**src/rtl/uart_pkg.sv**
```systemverilog
// Shared UART definitions: FSM state encoding (common to uart_rx and uart_tx)
// and helpers that derive the baud-rate counter constants.
package uart_pkg;

  typedef enum logic [1:0] {
    IDLE  = 2'd0,
    START = 2'd1,
    DATA  = 2'd2,
    STOP  = 2'd3
  } uart_state_e;

  // Clocks per bit (integer divide, remainder is absorbed by mid-bit sampling).
  function automatic int uart_bit_cnt(input int clk_freq, input int baud);
    return clk_freq / baud;
  endfunction

  // Clocks from a start-bit falling edge to the middle of the start bit.
  function automatic int uart_half_cnt(input int bit_cnt);
    return bit_cnt / 2;
  endfunction

  // Down-counter width; never narrower than one bit.
  function automatic int uart_cnt_w(input int bit_cnt);
    return (bit_cnt > 2) ? $clog2(bit_cnt) : 1;
  endfunction

endpackage

```
**src/rtl/uart_sync2.sv**
```systemverilog
// Two-flop synchroniser for a single asynchronous input. Reset value is a
// parameter so idle-high lines do not show a spurious edge leaving reset.
module uart_sync2 #(
  parameter logic RESET_VAL = 1'b1
) (
  input  logic clk,
  input  logic reset,
  input  logic i_async,
  output logic o_sync
);

  logic r_meta;
  logic r_sync;

  // Two back-to-back flops give the first stage a full cycle to settle.
  always_ff @(posedge clk) begin
    if (reset) begin
      r_meta <= RESET_VAL;
      r_sync <= RESET_VAL;
    end else begin
      r_meta <= i_async;
      r_sync <= r_meta;
    end
  end

  assign o_sync = r_sync;

endmodule

```
**src/rtl/uart_rx.sv**
```systemverilog
// UART receiver, 8N1. Detects the start-bit falling edge on the synchronised
// line, samples every bit at mid-bit and hands complete bytes to a one-byte
// holding register. Stop bit low -> frame_err pulse; byte completing while the
// holding register is still full -> overrun pulse (new byte dropped).
//
// Output handshake: rx_valid/rx_data form a valid/ready source. Once rx_valid
// is high it and rx_data hold until the cycle where rx_valid && rx_ready, which
// is the transfer. rx_valid is a pure register and never depends
// combinationally on rx_ready.
module uart_rx
  import uart_pkg::*;
#(
  parameter int CLK_FREQ = 125_000_000,
  parameter int BAUD     = 115200
) (
  input  logic        clk,
  input  logic        reset,
  input  logic        rx,
  output logic [7:0]  rx_data,
  output logic        rx_valid,
  input  logic        rx_ready,
  output logic        frame_err,
  output logic        overrun,
  output uart_state_e dbg_state
);

  localparam int BIT_CNT  = uart_bit_cnt(CLK_FREQ, BAUD);
  localparam int HALF_CNT = uart_half_cnt(BIT_CNT);
  localparam int CNT_W    = uart_cnt_w(BIT_CNT);

  localparam logic [CNT_W-1:0] BIT_RELOAD  = CNT_W'(BIT_CNT - 1);
  localparam logic [CNT_W-1:0] HALF_RELOAD = CNT_W'(HALF_CNT - 1);
  localparam logic [CNT_W-1:0] CNT_ONE     = CNT_W'(1);

  // Synchronised line and its one-cycle delayed copy for edge detection.
  logic w_rx_s;
  logic r_rx_d;
  logic w_fall;

  // FSM, bit timing and data path.
  uart_state_e      r_state;
  uart_state_e      w_state_nxt;
  logic [CNT_W-1:0] r_cnt;
  logic [CNT_W-1:0] w_cnt_nxt;
  logic [2:0]       r_bit_idx;
  logic [2:0]       w_bit_idx_nxt;
  logic [7:0]       r_shift;
  logic [7:0]       w_shift_nxt;
  logic             w_cnt_zero;
  logic             w_stop_ok;
  logic             w_stop_bad;

  // Holding register and status pulses.
  logic             r_deliver;
  logic [7:0]       r_rx_data;
  logic             r_rx_valid;
  logic             r_frame_err;
  logic             r_overrun;

  uart_sync2 #(
    .RESET_VAL (1'b1)
  ) u_sync_rx (
    .clk     (clk),
    .reset   (reset),
    .i_async (rx),
    .o_sync  (w_rx_s)
  );

  // Delay flop behind the synchroniser; reset high so a held-low line is not
  // mistaken for a fresh edge by this stage.
  always_ff @(posedge clk) begin
    if (reset) begin
      r_rx_d <= 1'b1;
    end else begin
      r_rx_d <= w_rx_s;
    end
  end

  // Only a high-to-low transition arms the receiver; a line stuck low (break)
  // cannot re-arm until it has gone high again.
  assign w_fall     = r_rx_d & ~w_rx_s;
  assign w_cnt_zero = (r_cnt == '0);

  // FSM state, bit counter, bit index and shift register.
  always_ff @(posedge clk) begin
    if (reset) begin
      r_state   <= IDLE;
      r_cnt     <= '0;
      r_bit_idx <= '0;
      r_shift   <= '0;
    end else begin
      r_state   <= w_state_nxt;
      r_cnt     <= w_cnt_nxt;
      r_bit_idx <= w_bit_idx_nxt;
      r_shift   <= w_shift_nxt;
    end
  end

  // Next-state logic: mid-bit sampling of start, eight data bits and stop.
  always_comb begin
    w_state_nxt   = r_state;
    w_cnt_nxt     = r_cnt;
    w_bit_idx_nxt = r_bit_idx;
    w_shift_nxt   = r_shift;
    w_stop_ok     = 1'b0;
    w_stop_bad    = 1'b0;
    case (r_state)
      IDLE: begin
        if (w_fall) begin
          w_state_nxt = START;
          w_cnt_nxt   = HALF_RELOAD;
        end
      end
      START: begin
        if (w_cnt_zero) begin
          if (!w_rx_s) begin
            w_state_nxt   = DATA;
            w_cnt_nxt     = BIT_RELOAD;
            w_bit_idx_nxt = 3'd0;
          end else begin
            // Line back high by mid start bit: treat as a glitch.
            w_state_nxt = IDLE;
          end
        end else begin
          w_cnt_nxt = r_cnt - CNT_ONE;
        end
      end
      DATA: begin
        if (w_cnt_zero) begin
          w_shift_nxt[r_bit_idx] = w_rx_s;
          w_cnt_nxt              = BIT_RELOAD;
          if (r_bit_idx == 3'd7) begin
            w_state_nxt = STOP;
          end else begin
            w_bit_idx_nxt = r_bit_idx + 3'd1;
          end
        end else begin
          w_cnt_nxt = r_cnt - CNT_ONE;
        end
      end
      STOP: begin
        if (w_cnt_zero) begin
          // Leave at mid stop bit so the next start edge is never missed.
          w_state_nxt = IDLE;
          w_stop_ok   = w_rx_s;
          w_stop_bad  = ~w_rx_s;
        end else begin
          w_cnt_nxt = r_cnt - CNT_ONE;
        end
      end
      default: begin
        w_state_nxt = IDLE;
      end
    endcase
  end

  // Holding register: load the finished byte the cycle after the stop sample
  // if empty or being emptied this cycle, otherwise flag overrun and keep the
  // old byte; an accept with nothing new to load clears rx_valid.
  always_ff @(posedge clk) begin
    if (reset) begin
      r_deliver   <= 1'b0;
      r_rx_data   <= '0;
      r_rx_valid  <= 1'b0;
      r_frame_err <= 1'b0;
      r_overrun   <= 1'b0;
    end else begin
      r_deliver   <= w_stop_ok;
      r_frame_err <= w_stop_bad;
      r_overrun   <= 1'b0;
      if (r_deliver) begin
        if (!r_rx_valid || rx_ready) begin
          r_rx_data  <= r_shift;
          r_rx_valid <= 1'b1;
        end else begin
          r_overrun <= 1'b1;
        end
      end else if (r_rx_valid && rx_ready) begin
        r_rx_valid <= 1'b0;
      end
    end
  end

  assign rx_data   = r_rx_data;
  assign rx_valid  = r_rx_valid;
  assign frame_err = r_frame_err;
  assign overrun   = r_overrun;
  assign dbg_state = r_state;

endmodule

```
**config.mk**
```make
export PLATFORM = sky130hd
export DESIGN_NAME = uart_rx
export DESIGN_NICKNAME = d
export VERILOG_FILES = /design/src/rtl/uart_pkg.sv /design/src/rtl/uart_sync2.sv /design/src/rtl/uart_rx.sv
export SDC_FILE = /design/constraint.sdc
export NUM_CORES = 1
export LEC_CHECK = 0
export ABC_AREA = 0
export CORE_ASPECT_RATIO = 0.9
export CORE_MARGIN = 5
export CORE_UTILIZATION = 30
export CTS_BUF_LIST = sky130_fd_sc_hd__clkbuf_2
export CTS_CLUSTER_DIAMETER = 200
export DETAILED_ROUTE_END_ITERATION = 16
export GPL_TIMING_DRIVEN = 0
export PLACE_DENSITY_LB_ADDON = 0.15
export REMOVE_ABC_BUFFERS = 1
export SYNTH_ARGS = -nofsm -noshare
export SYNTH_HDL_FRONTEND = slang
export SYNTH_HIERARCHICAL = 1
export SYNTH_SLANG_ARGS = --single-unit
```
**constraint.sdc**
```tcl
create_clock -name clk -period 2.15 [get_ports clk]
set_input_delay 0.43 -clock clk [delete_from_list [all_inputs] [get_ports clk]]
set_output_delay 0.43 -clock clk [all_outputs]
set_load 0.005 [all_outputs]
```
# --- After elaboration in Yosys (flattened, before gate mapping) ---
# Cells that the tools add are included.
word_totals:
  output_inout_bits: 13
  inputBits: 4
  ff_bits: 39
  elab_cells: 76
op_classes:
  muxes: 25
  addsub: 2
  n_eq_ne: 14
  magnitude_cmp: 2
  bitwise_logic: 5
  reduce_logical: 16
ops:
  columns: ["operator", "n"]
  rows:
  - ["$mux W11", 5]
  - ["$pmux W11 S4", 1]
  - ["$ne A2 B2 Y1 const B", 8]
  - ["$mux W2", 6]
  - ["$mux W3", 4]
  - ["$logic_not A11 Y1", 1]
  - ["$sub A11 B1 Y11 const B", 1]
  - ["$reduce_and A5 Y1", 2]
  - ["$bwmux W8", 1]
  - ["$pmux W2 S4", 1]
  - ["$pmux W3 S2", 1]
  - ["$reduce_and A2 Y1", 3]
  - ["$mux W1", 5]
  - ["$eq A2 B2 Y1 const B", 2]
  - ["$lt A3 B4 Y1 const B", 1]
  - ["$not A1 Y1", 4]
  - ["$reduce_bool A2 Y1", 2]
  - ["$add A3 B1 Y3 const B", 1]
  - ["$demux W1 S3", 1]
  - ["$eq A3 B3 Y1 const B", 1]
  - ["$ge A3 B1 Y1 const B", 1]
  - ["$ne A3 B3 Y1 const B", 1]
  - ["$reduce_and A3 Y1", 1]
  - ["$reduce_or A3 Y1", 1]
  - ["8 further kinds", 9]

# --- Depth between registers and ports, before layout ---
# Gate-level depths: netlist of the first run.
logic_depth:
  ltp_word: 5
  ltp_mapped: 7
  mapped_depth_nobuf: 7

# --- Cells and area by module ---
# The synthesis of the first run kept the hierarchy.
by_module_without_submodules:
  columns: ["module", "cells_per_inst", "n_inst", "seq_area_each_um2", "area_each_um2"]
  rows:
  - ["uart_rx", 224, 1, 740.7, 1940.6]
  - ["uart_sync2", 4, 1, 40.0, 52.6]

# --- Worst setup path before layout of the first run ---
# OpenSTA, ideal clock, no wires.
synth_timing:
  path_type: "flip-flop to flip-flop"
  from: "register r_cnt[0]"
  to: "register (tool-made name)"
  stages_incl_launch_ff: 8
  period_less_slack_ns: 2.125
  path_buffers: 0
  path_slack_ns: 0.025
  t_required_ns: 2.034
  setup_time_ns: 0.116
  arrival_ns: 2.008
  cell_sequence: "dfxtp_1 -> inv_1 -> ha_1 -> or4b_1 -> or4_4 -> a31oi_4 -> a211oi_1 -> a41o_1"
synth_rtl:
  columns: ["item", "line", "rtl"]
  rows:
  - ["from (decl)", "uart_rx.sv:43", "logic [CNT_W-1:0] r_cnt;"]
  - ["from (signal assigned)", "uart_rx.sv:93", "r_cnt <= w_cnt_nxt;"]

==> summary.md, run 1 <==
| Metric | Value |
|---|---|
| CTS root buf | clkbuf_2 |
| Fraction of layout cells with a size suffix above 1 | 18.3% |
| Setup Crit Path Kind | register to register |
| Number of synthesis warnings | 6 |
| Worst EP required | roughly 2.5 ns |
| Clk sinks | 39 |
| First-pass GRT wire length | slightly above 8 mm |
| Final critical-path share of the clock period | 99.9% |
| Clk slew on worst S/H paths | roughly 0.25 ns |
| Yosys reg bits | 39 |
| Pre-Repair DR Iteration Count | 4 |
| Synth Area in XOR/XNOR | less than 1% |
| Antenna violations before repair | 0 |
| Inserted Diodes | 0 |
| Post-synth ARST share | 0% |
| Mux cell area share after synthesis | 8.04% |
| Complex-gate fraction of the synthesized area | 15.8% |
| Max cap viols | 0 |
| Max Slew Vio Count | 0 |
| Placer Congestion | 0.816 |
| Final Skew | approximately 0.050 ns |
| Post-Synthesis Cells | 228 |
| Filler cells | 726 |
| Setup TNS | 0 ns |
| Gr ovfl total | 0 |
| Top Ports | 17 |
| Worst Slack Setup Final | 0.00251 ns |
| Ys flop type | dfxtp_1 |
| Core area | 0.00652 mm2 |
| Top post-synthesis cells by count | 39 x dfxtp_1, 34 x nor2_1, 20 x nor3_1 |
| Number of port buffers | 16 |
| Initial Utilization | 30.6% |
| Sequential-to-total area share from yosys stat | 39.2% |
| Vias per cell | between 5 and 6 |
| Final HPWL DP | about 3.2 mm |
| Total track usage | 12.5% |
| # setup viols final | 0 |
| Antenna-violating nets left | 0 |
| CTS Buf Count | 5 |
| Multi-input gate area | 0.00115 mm2 |
| Skew-Pair Late Insertion Delay | 0.43 ns |
| Drt total wl | 4.66 mm |
| Post-synth EDFFs | 0 |
| Unrepaired setup endpoints after global routing | true |
| Layout Area Growth over Synthesis | 19.0% |
| Critical Path End Type | register |
| Crit-path max FO | 4 |
| Clk buf depth | 2 |
| Largest family of logic cells by synthesized area | simple AND/OR/NAND/NOR gates |
| Pre-CTS setup slack | -0.583 ns |
| Hold Buf Count CTS | 0 |
| Die area | 0.00838 mm2 |
| Hold crit path type | register to register |
| Minimum clock period | ~2.1 ns |
| Via Count | 1706 |
| Worst setup SP type | register |
| DRC Markers | 0 |
| Reg area | 795 um2 |
| Die width | about 96 um |
| Number of global-route vias before repair | 1620 |
| PD cells | between 700 and 800 mW/mm2 |
| Worst vdd ir | roughly 0.23 mV |
| CTS tree | done |
| Least-Margin Pin Slew | 1.04 ns |
| Clock H-tree levels | 2 |
| Fin area | about 0.0024 mm2 |
| Row cnt | 28 |
| Synth unique cells | 52 |
| Leakage Power | 0.000950 uW |
| Final design utilization | 36.4% |
| Largest cells by area after synthesis | dfxtp_1 39%, mux2i_1 8.0%, nor2_1 6.4% |
| Crit path DAT | 2.48 ns |
| Adder-cell share of the synthesized area | 5.65% |
| Worst slew margin | around 30% |
| Wire per inst | 13.7 um |
| Final net count | about 260 |
| Chip Height | 87.3 um |
| Initial DRC count | between 90 and 100 |
| FMAX | 466 MHz |
| Placed Area | 0.00220 mm2 |
| Synth top area share | 39.2% |
| Post-Syn Area | 0.00199 mm2 |
| Simple-gate share of the synthesized area | 25.0% |
| Status | complete, no violations |
| Count leader, synth | dfxtp_1 |
| Largest net degree at the start of global routing | 35 |
| Syn avg cell area | between 8 and 9 um2 |
| Post-synth top area cell | dfxtp_1 |
| Final Hold Vio Count | 0 |
## cell families after synthesis
| logic type | after synthesis |
|---|---|
| AOI/OAI and AO/OA | 43 |
| xor gates and xnor gates | 1 |
| adders and majority gates | 9 |
| buffers and inverters | 23 |
| DFF | 39 |
| muxes | 16 |
| and+or+nand+nor | 97 |
## stage by stage
step	total power (uW)	cells	hold WS, ns
2_1_floorplan	1230	219	0.383
3_3_place_gp	1390	325	0.388
3_5_place_dp	1390	325	0.394
4_1_cts	1800	339	0.436
5_1_grt	1970	341	0.457
6_report	1840	341	0.430
## final timing paths
kind / start / to / slack (ns) / cells after the start
worst min register to register: u_sync_rx/r_meta / u_sync_rx/o_sync / 0.43 / 1
worst min-delay path: u_sync_rx/r_meta / u_sync_rx/o_sync / 0.43 / 1
worst max register to register: r_cnt[5] / register / 0.003 / 5
worst max-delay path: r_cnt[5] / register / 0.003 / 5
## layout make-up
| type | count | area share (%) |
|---|---|---|
| multi-input combinational | 166 | 48.7 |
| sequential | 39 | 33.5 |
| timing repair buffer | 24 | 9.08 |
| tap | 90 | 4.75 |
| inverter | 14 | 2.22 |
| clock buffer | 6 | 1.27 |
| clock inverter | 2 | 0.528 |
## metal layers
metal,wire length [um],part of all wire [%],track usage [%],vias up
li1,-,-,-,870
met4,80,1.7,4.65,0
met3,232,5.0,3.37,6
met1,2420,52,18.1,791
met5,0,0,0,-
met2,1930,41,17.4,39
## placed cells by master, fill, tap and decap left out, types with 2 or more instances in the layout
master           Yosys  final
a22o_1               2      2
mux2i_1             16     16
inv_1               14     12
or2_1                2      2
clkbuf_2             0      7
nor3_1              20     19
o21ai_0              5      5
a41o_1               2      2
a211oi_2             1      3
or4_4                1      2
nor3b_1              2      2
inv_2                0      2
dfxtp_1             39     32
nor4_1               4      4
nand2b_1             4      4
nand2_1              8      8
nor2_1              34     33
o21ai_2              1      2
dfxtp_4              0      2
buf_4                0      8
a21oi_1             12     12
nand4_1              4      4
ha_1                 9      8
nand3_1              6      6
a31o_2               3      3
dfxtp_2              0      5
clkdlybuf4s50_1      0     15
## flip-flops by register name, summed over array words and instances, names as in the netlist, 3 cells and up, named ones only
register	count
r_bit_idx	3
r_shift	8
r_cnt	11
rx_data	8
## power by group
group	internal (uW)	total [uW]	leakage, uW	switching [uW]
Clock	83.0	349	0.0000290	267
Sequential	764	819	0.000319	55.2
Combinational	276	669	0.000601	393
Total	1120	1840	0.000950	715
## what timing repair did
action | CTS | global route
gates resized for setup | 18 | 9
buffers inserted | 6 | 2
gates cloned | 0 | 0
pin swaps | 5 | 4
endpoints found under the setup margin | 24 | 23
## worst max-delay path, cell delays in order (launching register included)
cell and delay (ns):
dfxtp_4 0.42, or4_4 0.56, or4_4 0.51, a31oi_4 0.24, a211oi_2 0.10, a41o_1 0.23
Power figures use the tool's default switching activity.
==> run 2: changes to the inputs <==
--- a/config.mk
+++ b/config.mk
@@ -6,6 +6,7 @@
 export NUM_CORES = 1
 export LEC_CHECK = 0
 export ABC_AREA = 0
+export CAP_MARGIN = 10
 export CORE_ASPECT_RATIO = 0.9
 export CORE_MARGIN = 5
 export CORE_UTILIZATION = 30
@@ -13,8 +14,9 @@
 export CTS_CLUSTER_DIAMETER = 200
 export DETAILED_ROUTE_END_ITERATION = 16
 export GPL_TIMING_DRIVEN = 0
-export PLACE_DENSITY_LB_ADDON = 0.15
+export PLACE_DENSITY_LB_ADDON = 0.1
 export REMOVE_ABC_BUFFERS = 1
+export SLEW_MARGIN = 20
 export SYNTH_ARGS = -nofsm -noshare
 export SYNTH_HDL_FRONTEND = slang
 export SYNTH_HIERARCHICAL = 1
==> run 2 against run 1 <==
Net effect:
- hold slack lost 0.0024 ns
- wire length grew 4.5%
- sequential cell count is the same
- sequential share of layout area shrank 1.2 points
- clock-buffer cell count is the same
- die area is the same
- clock power grew 64%
- sequential power is essentially flat
- via count shrank 2.2%
- non-clock buffer count grew 4
- largest cell class unchanged
- largest power group unchanged
==> summary.md, run 2 (synthesized netlist as in run 1, its figures left out) <==
| Metric | Value |
|---|---|
| Number of port buffers | 16 (unchanged) |
| Initial Utilization | 30.6% (unchanged) |
| Fin area | 0.00246 mm2 (+3.8%) |
| Skew-Pair Late Insertion Delay | 0.39 ns (-0.04 ns) |
| Unrepaired setup endpoints after global routing | true |
| Top cell family by delay on the critical path | simple AND/OR/NAND/NOR gates |
| Chip Height | 87.3 um (unchanged) |
| CTS Buf Count | 5 (unchanged) |
| Worst path cell trace | or4_4, or4_4, a31oi_4, a211oi_2, a41o_1 |
| Placed Area | 0.00219 mm2 (-0.23%) |
| Gr ovfl total | 0 (unchanged) |
| Clock H-tree levels | 2 (unchanged) |
| Die width | 95.9 um (unchanged) |
| Final HPWL DP | 3.31 mm (+3.7%) |
| Largest Register | r_cnt |
| Max FFs per register | 11 (unchanged) |
| Crit-path max FO | 6 (+2) |
| Max cap viols | 0 (unchanged) |
| FMAX | 470 MHz (+0.90%) |
| Placer Congestion | 0.784 (-3.9%) |
| Pre-Repair DR Iteration Count | 4 (unchanged) |
| Reg area | 795 um2 (unchanged) |
| Worst slew margin | 26.7% (-3.8 points) |
| Filler cells | 702 (-3.3%) |
| Final Hold Vio Count | 0 (unchanged) |
| First-pass GRT wire length | 8.43 mm (+3.9%) |
| Minimum clock period | 2.13 ns (-0.0192 ns) |
| Final critical-path share of the clock period | 99.0% (-0.89 points) |
| Clk buf depth | 2 (unchanged) |
| Antenna-violating nets left | 0 (unchanged) |
| Total track usage | 13.0% (+0.48 points) |
| Hold Buf Count CTS | 0 (unchanged) |
| Clk slew on worst S/H paths | 0.22 ns (-0.03 ns) |
| PD cells | 853 mW/mm2 (+10%) |
| CP dominant cell by count | or4_4 |
| Die area | 0.00838 mm2 (unchanged) |
| Via Count | 1669 (-2.2%) |
| Core area | 0.00652 mm2 (unchanged) |
| Leakage Power | 0.000993 uW (+4.6%) |
| DRC Markers | 0 (unchanged) |
| CTS tree | done |
| Largest net degree at the start of global routing | 35 (unchanged) |
| Top Ports | 17 (unchanged) |
| Critical Path End Type | register |
| Fraction of layout cells with a size suffix above 1 | 20.0% (+1.7 points) |
| Final Skew | 0.0242 ns (-0.0260 ns) |
| Crit path DAT | 2.45 ns (-0.03 ns) |
| Number of global-route vias before repair | 1655 (+2.2%) |
| Commonest cells after routing, fill and taps aside | 32 x nor2_1, 32 x dfxtp_1, 19 x nor3_1 |
| Final net count | 267 (+1.5%) |
| Layout Area Growth over Synthesis | 23.5% |
| Multi-input gate area | 0.00117 mm2 (+1.1%) |
| Row cnt | 28 (unchanged) |
| CP Buf/Inv Count | 0 (unchanged) |
| Antenna violations before repair | 0 (unchanged) |
| Hold crit path type | register to register |
| Drt total wl | 4.88 mm (+4.5%) |
| Worst EP required | 2.47 ns (-0.02 ns) |
| Clk sinks | 39 (unchanged) |
| Max Slew Vio Count | 0 (unchanged) |
| # setup viols final | 0 (unchanged) |
| Slowest cell on the critical path | or4_4 |
| Least-Margin Pin Slew | 1.09 ns (+0.0569 ns) |
| Setup Crit Path Kind | register to register |
| Max stage delay on crit path | 0.55 ns (about the same) |
| CTS root buf | clkbuf_2 |
| Status | complete, no violations |
| Vias per cell | 4.84 (-3.3%) |
| Initial DRC count | 101 (+3.1%) |
| Inserted Diodes | 0 (unchanged) |
| Worst setup SP type | register |
| Worst vdd ir | 0.303 mV (+29%) |
| Setup TNS | 0 ns (unchanged) |
| Wire per inst | 14.1 um (+3.3%) |
[run 2: worst register-to-register path, delay by kind of cell, from the launching register on]
| kind | cells | cell delay (ns) |
|---|---|---|
| AO/OA/AOI/OAI | 3 | 0.57 |
| flip-flops | 1 | 0.41 |
| AND/OR/NAND/NOR | 2 | 1.09 |
[run 2: through the flow]
| step | setup WS, ns | power, uW | instances | util, % | hold WS, ns |
|---|---|---|---|---|---|
| floorplan | 0.0253 | 1230 | 219 | - | 0.383 |
| global placement | -0.663 | 1400 | 325 | 33.8 | 0.390 |
| detailed placement | -0.425 | 1400 | 325 | 33.7 | 0.389 |
| CTS | -0.0844 | 2040 | 339 | 36.3 | 0.434 |
| global route | -0.0591 | 2230 | 345 | 37.8 | 0.441 |
| finish | 0.0217 | 2100 | 345 | 37.8 | 0.428 |
[run 2: area by class of cell]
class                      instances  area share, %
clock inverter                     2           2.44
sequential                        39           32.3
clock buffer                       6           1.22
timing repair buffer              28           9.96
tap                               90           4.58
multi-input combinational        166           47.4
inverter                          14           2.14
[run 2: report_power, final]
group	internal, uW	switching [uW]	total, uW
Combinational	305	402	707
Sequential	764	57.1	821
Clock	319	254	573
[run 2: per-layer routing]
| layer | share of wire (%) | wire length, um | global-route usage (%) |
|---|---|---|---|
| met1 | 53 | 2590 | 19.2 |
| met2 | 42 | 2050 | 18.7 |
| met3 | 4.1 | 201 | 2.68 |
| met4 | 0.78 | 38 | 3.88 |
| met5 | 0 | 0 | 0 |
[run 2: path summary, 6_finish.rpt]
kind	from	end	slack (ns)	cells past startpoint
setup / recovery	r_cnt[6]	register	0.02	5
hold / removal	u_sync_rx/r_meta	u_sync_rx/o_sync	0.43	1
setup reg to reg	r_cnt[6]	register	0.02	5
hold reg to reg	u_sync_rx/r_meta	u_sync_rx/o_sync	0.43	1
[run 2: repair_timing]
action / 4_1_cts / 5_1_grt
pin swaps: 5 / 6
resized for setup: 11 / 15
setup endpoints to repair: 24 / 23
setup buffers: 6 / 6
cloned: 0 / 0
